$ cat src/rtl/pipe_mux_tree_if.sv
// Handshake and data bundle for pipe_mux_tree: input side (valid/ready, word,
// per-lane selects) and output side (valid/ready, lane bits, occupancy).
interface pipe_mux_tree_if #(
  parameter int DATA_WIDTH = 256,
  parameter int SEL_WIDTH  = 8,
  parameter int LANES      = 4,
  parameter int LEVELS     = 2
);
  localparam int OCC_W = $clog2(LEVELS + 1);

  logic                       in_valid;
  logic                       in_ready;
  logic [DATA_WIDTH-1:0]      a_in;
  logic [LANES*SEL_WIDTH-1:0] sel;
  logic                       out_valid;
  logic                       out_ready;
  logic [LANES-1:0]           y;
  logic [OCC_W-1:0]           occupancy;

  modport master (
    output in_valid, a_in, sel, out_ready,
    input  in_ready, out_valid, y, occupancy
  );

  modport slave (
    input  in_valid, a_in, sel, out_ready,
    output in_ready, out_valid, y, occupancy
  );
endinterface

$ cat src/rtl/pipe_mux_tree.sv
// Pipelined RADIX-ary bit-select tree: each lane picks a_in[sel_L] through
// LEVELS registered levels, with a single global advance enable for backpressure.
module pipe_mux_tree #(
  parameter int DATA_WIDTH = 256,
  parameter int SEL_WIDTH  = 8,
  parameter int RADIX      = 16,
  parameter int LANES      = 4
) (
  input  logic            clk,
  input  logic            rst_n,
  pipe_mux_tree_if.slave  bus
);
  localparam int LOG2R  = $clog2(RADIX);
  localparam int LEVELS = SEL_WIDTH / LOG2R;
  localparam int OCC_W  = $clog2(LEVELS + 1);

  logic              w_adv;
  logic [LEVELS-1:0] w_valid_vec;
  logic [OCC_W-1:0]  w_occ;

  assign w_adv        = !bus.out_valid || bus.out_ready;
  assign bus.in_ready = w_adv;

  genvar gi, gl, gj;
  generate
    for (gi = 0; gi < LEVELS; gi++) begin : g_lvl
      // Per lane, a stage carries {unused upper select bits, surviving candidates}.
      localparam int W_IN  = DATA_WIDTH >> (LOG2R * gi);
      localparam int W_OUT = W_IN >> LOG2R;
      localparam int S_IN  = SEL_WIDTH - LOG2R * gi;
      localparam int S_OUT = S_IN - LOG2R;
      localparam int C_IN  = W_IN + S_IN;
      localparam int C_OUT = W_OUT + S_OUT;

      logic [LANES*C_IN-1:0]  w_in;
      logic [LANES*C_OUT-1:0] w_out;
      logic                   w_vin;
      logic                   r_valid;
      logic [LANES*C_OUT-1:0] r_pay;

      if (gi == 0) begin : g_src
        for (gl = 0; gl < LANES; gl++) begin : g_lane
          assign w_in[gl*C_IN +: C_IN] = {bus.sel[gl*SEL_WIDTH +: SEL_WIDTH], bus.a_in};
        end
        assign w_vin = bus.in_valid;
      end else begin : g_src
        assign w_in  = g_lvl[gi-1].r_pay;
        assign w_vin = g_lvl[gi-1].r_valid;
      end

      for (gl = 0; gl < LANES; gl++) begin : g_lane
        logic [LOG2R-1:0] w_idx;
        assign w_idx = w_in[gl*C_IN + W_IN +: LOG2R];

        for (gj = 0; gj < W_OUT; gj++) begin : g_bit
          logic [RADIX-1:0] w_grp;
          assign w_grp                  = w_in[gl*C_IN + gj*RADIX +: RADIX];
          assign w_out[gl*C_OUT + gj]   = w_grp[w_idx];
        end

        if (S_OUT > 0) begin : g_rem
          assign w_out[gl*C_OUT + W_OUT +: S_OUT] = w_in[gl*C_IN + W_IN + LOG2R +: S_OUT];
        end
      end

      // Bubbles shift too, so a stage always mirrors its predecessor when advancing.
      always_ff @(posedge clk or negedge rst_n) begin
        if (!rst_n) begin
          r_valid <= 1'b0;
          r_pay   <= '0;
        end else if (w_adv) begin
          r_valid <= w_vin;
          r_pay   <= w_out;
        end
      end

      assign w_valid_vec[gi] = r_valid;
    end
  endgenerate

  always_comb begin
    w_occ = '0;
    for (int k = 0; k < LEVELS; k++) begin
      w_occ = w_occ + OCC_W'(w_valid_vec[k]);
    end
  end

  assign bus.occupancy = w_occ;
  assign bus.out_valid = g_lvl[LEVELS-1].r_valid;
  assign bus.y         = g_lvl[LEVELS-1].r_pay;
endmodule
$ cat src/flat_wrapper.sv
// flat-port wrapper written by rule: the top's interface ports become plain ports
module pipe_mux_tree_flat 
#(
  parameter int DATA_WIDTH = 256,
  parameter int SEL_WIDTH  = 8,
  parameter int RADIX      = 16,
  parameter int LANES      = 4
)
  (clk, rst_n, bus_in_valid, bus_a_in, bus_sel, bus_out_ready, bus_in_ready, bus_out_valid, bus_y, bus_occupancy);
  pipe_mux_tree_if #(.DATA_WIDTH(DATA_WIDTH), .SEL_WIDTH(SEL_WIDTH), .LANES(LANES)) bus_i ();
  input  logic clk;
  input  logic rst_n;
  input wire logic [$bits(bus_i.in_valid)-1:0] bus_in_valid;
  input wire logic [$bits(bus_i.a_in)-1:0] bus_a_in;
  input wire logic [$bits(bus_i.sel)-1:0] bus_sel;
  input wire logic [$bits(bus_i.out_ready)-1:0] bus_out_ready;
  output wire logic [$bits(bus_i.in_ready)-1:0] bus_in_ready;
  output wire logic [$bits(bus_i.out_valid)-1:0] bus_out_valid;
  output wire logic [$bits(bus_i.y)-1:0] bus_y;
  output wire logic [$bits(bus_i.occupancy)-1:0] bus_occupancy;
  assign bus_i.in_valid = bus_in_valid;
  assign bus_i.a_in = bus_a_in;
  assign bus_i.sel = bus_sel;
  assign bus_i.out_ready = bus_out_ready;
  assign bus_in_ready = bus_i.in_ready;
  assign bus_out_valid = bus_i.out_valid;
  assign bus_y = bus_i.y;
  assign bus_occupancy = bus_i.occupancy;
  pipe_mux_tree #(.DATA_WIDTH(DATA_WIDTH), .SEL_WIDTH(SEL_WIDTH), .RADIX(RADIX), .LANES(LANES)) u_core (.clk(clk), .rst_n(rst_n), .bus(bus_i));
endmodule
$ cat config.mk
export PLATFORM = sky130hd
export DESIGN_NAME = pipe_mux_tree_flat
export DESIGN_NICKNAME = d
export VERILOG_FILES = /design/src/rtl/pipe_mux_tree_if.sv /design/src/rtl/pipe_mux_tree.sv /design/src/flat_wrapper.sv
export SDC_FILE = /design/constraint.sdc
export NUM_CORES = 1
export LEC_CHECK = 0
export CAP_MARGIN = 20
export CORE_ASPECT_RATIO = 1.75
export CORE_MARGIN = 2
export CORE_UTILIZATION = 48
export DETAILED_ROUTE_END_ITERATION = 6
export GPL_TIMING_DRIVEN = 0
export PLACE_DENSITY = 0.78
export SYNTH_ARGS = -nofsm -noshare
export SYNTH_HDL_FRONTEND = slang
export SYNTH_SLANG_ARGS = --single-unit
$ cat constraint.sdc
create_clock -name clk -period 3.8 [get_ports clk]
set_input_delay 0.38 -clock clk [delete_from_list [all_inputs] [get_ports clk]]
set_output_delay 0.38 -clock clk [all_outputs]
set_load 0.005 [all_outputs]
==> qor.yml <==
setup_path:
  end_kind: "output pin"
  cp_common_cell: "clkdlybuf4s50_1"
  reg2reg_from: "u_core.bus.out_valid"
  required_ns: 3.42
  worstPathArrival_ns: 2.41
  crit_path_start: "bus_out_ready"
  max_stage_delay_ns: 0.61
  ff2ff_path_depth: 5
  startpoint_type: "input port"
  reg2reg_to: "u_core.g_lvl[0].r_pay[48]"
  path_max_fanout: 10
  cp_cell_sequence: "clkdlybuf4s50_1 > nor2b_4 > inv_2 > buf_6 > clkbuf_1 > clkdlybuf4s50_1"
  cp_num_buf_inv: 5
  crit_type: "in -> out"
  worst_path_dominant_cell_family: "buffers and inverters"
  r2r_slack_ns: 1.35
  cp_slowest_cell: "clkdlybuf4s50_1"
pwr:
  sequentialPowerShare_pct: 29.5
  leakagePower_uw: 0.00732
  internal_power_uw: 2490
  p_comb_share_pct: 50.4
  power_switching_share_pct: 41.2
  power_switching_uw: 1750
  ir_drop_uv: 196
  clkPwrFrac_pct: 20.1
  p_total_uw: 4240
  powerDensity_mw_per_mm2: 267
floorplan:
  die_x_um: 125
  num_rows: 77
  die_h_um: 215
  start_util_pct: 48.6
  coreArea_mm2: 0.0251
  ios: 300
  die-area_mm2: 0.0268
timing:
  slew_viol_final: 0
  tns_ns: 0
  worst_pin_slew_ns: 0.889
  finalHoldViolations: 0
  grt_setup_unrepaired: "false"
  max_freq_mhz: 359
  slew_headroom_pct: 40.7
  period_share_pct: 73.4
  setup_viol: 0
  period_needed_ns: 2.79
  fin_skew_ns: 0.00630
synth:
  synth_cell_types: 23
  ys_ff_latch: 86
  ys_warn_count: 0
  syn_inst: 1429
  seq_area_frac_synth_pct: 17.6
  syn-num-nets: 1722
  yosysTopAreaCell: "mux2i_1"
  avgSynthCellArea_um2: 8.56
  syn_area_mm2: 0.0122
  synth_top_area_share_pct: 42.6
  ys_top_cells_by_area: "mux2i_1 (43%), dfrtp_1 (18%), a22oi_1 (12%), nand2_1 (7.5%), nand3_1 (5.2%)"
place:
  gp_congestion: 1.07
  placed_cells: 2041
  numPortBuffers: 295
  place_area_mm2: 0.0156
  dp_hpwl_um: 53300
detailed_routing:
  antenna_left: 0
  firstDrtPassIters: 6
  avgViaCountPerCell: 7.05
  detail_route.wirelength_um: 67400
  wl_per_cell_um: 32.7
  num_vias: 14504
  drt_iter0_markers: 1656
  drc: 0
grt:
  first_global_vias: 14743
  grt_pass1_wl_um: 95200
  overflow: 0
  antenna_found_initial: 5
  grtUsageTotal_pct: 48.1
  grt_max_degree: 64
hold_path:
  hold_depth: 2
  min_from: "u_core.g_lvl[0].r_pay[26]"
  holdPathEnd: "u_core.g_lvl[0].r_pay[26]"
  holdCritPathClass: "reg -> reg"
finish:
  utilization_pct: 63.2
  finalInstanceArea_mm2: 0.0159
  nets: 2030
  final_common_cell: "mux2i_1"
  fin_cells: 2058
  n_antenna_cell: 0
  drive_gt1_share_pct: 7.18
  area_growth_pct: 30.0
  final_cell_mix: "mux2i_1 (520), clkdlybuf4s50_1 (294), nand2_1 (243)"
clocking:
  clk_pin_slew_ns: 0.07
  cts_root_buf: "clkbuf_16"
  cts_tree: "built"
  cts_resized: 0
  worstSkewPairLatency_ns: 0.34
  numCtsBuffers: 9
  cts_sinks: 86
  clockBufferDepth: 2
  htreeDepth: 3
run_status:
  status: "completed"
flow_run:
  maxCapViolCount: 0
metal layers:
metal	vias up	track usage, %	wire length (um)
met3	422	11.6	6570
li1	6039	-	-
met5	-	0	48
met2	1217	78.8	31300
met4	8	46.4	8000
met1	6818	49.4	21400
stage by stage:
| step | hold WS, ns | setup slack, ns |
|---|---|---|
| after CTS | 0.490 | 1.03 |
| after floorplan | 0.0844 | 2.38 |
| after detailed placement | 0.310 | 1.00 |
| final | 0.488 | 1.01 |
| after global routing | 0.511 | 0.952 |
| after global placement | 0.465 | -0.653 |
cell type report:
cell class,count,area (um2)
Timing Repair Buffer,297,2990
Inverter,1,3.75
Multi-Input combinational cell,1202,9280
Buffer,140,797
Tap cell,316,395
Clock inverter,5,43.8
Clock buffer,11,243
Sequential cell,86,2150
Fill cell,2213,9250
worst reg2reg max path, cell delays in order (launching register included):
cell and delay [ns]:
dfrtp_1 0.39, nor2b_4 0.17, nor2_1 0.66, clkbuf_1 0.57, nand4_1 0.38, nand3_1 0.20
registers in the layout (all words and copies together), names as in the netlist:
name                  count
u_core.g_lvl.r_pay       80
u_core.g_lvl.r_valid      1
u_core.bus.y              4
u_core.bus.out_valid      1
cell usage after synthesis:
master	instances
nor2b_1	8
nor2b_4	1
a21oi_2	4
inv_2	1
and2_1	8
nand2_1	243
buf_4	51
buf_1	2
a22oi_1	192
clkbuf_1	40
mux4_1	16
buf_2	39
nand3_1	128
buf_6	1
dfrtp_1	86
mux2_2	4
clkbuf_4	6
nor2_1	12
ha_1	1
nand4_1	64
nand2b_1	1
clkbuf_2	1
mux2i_1	520
how the worst max path moves through the flow:
stage	endpoint	cells after the start
after global placement	u_core.g_lvl[0].r_pay[61]	1
after detailed placement	u_core.g_lvl[0].r_pay[48]	6
after floorplan	bus_in_ready	4
final	bus_in_ready	6
after global routing	bus_in_ready	6
after CTS	bus_in_ready	6
repair_timing:
item	4_1_cts	5_1_grt
hold buffers	1	0
setup buffers	0	0
hold endpoints to repair	23	0
setup endpoints to repair	0	0
kinds of logic (layout without fill, tap and decap cells):
group	count (synthesis)	count (layout)	share of synthesized area (%)
flip-flops	86	86	17.6
multiplexers	540	540	46.4
AND/OR/NAND/NOR	465	465	17.3
AO/OA/AOI/OAI	196	196	12.1
buffers and inverters	141	454	6.55
adder cells (fa/ha/maj)	1	1	0.102
power by group through the flow:
stage	sequential [uW]	combinational [uW]	clock (uW)
floorplan	1180	1080	0
global placement	1250	2010	0
detailed placement	1260	2050	0
CTS	1240	2050	848
global route	1260	2210	885
finish	1250	2140	852
(Power assumes the default switching activity.)
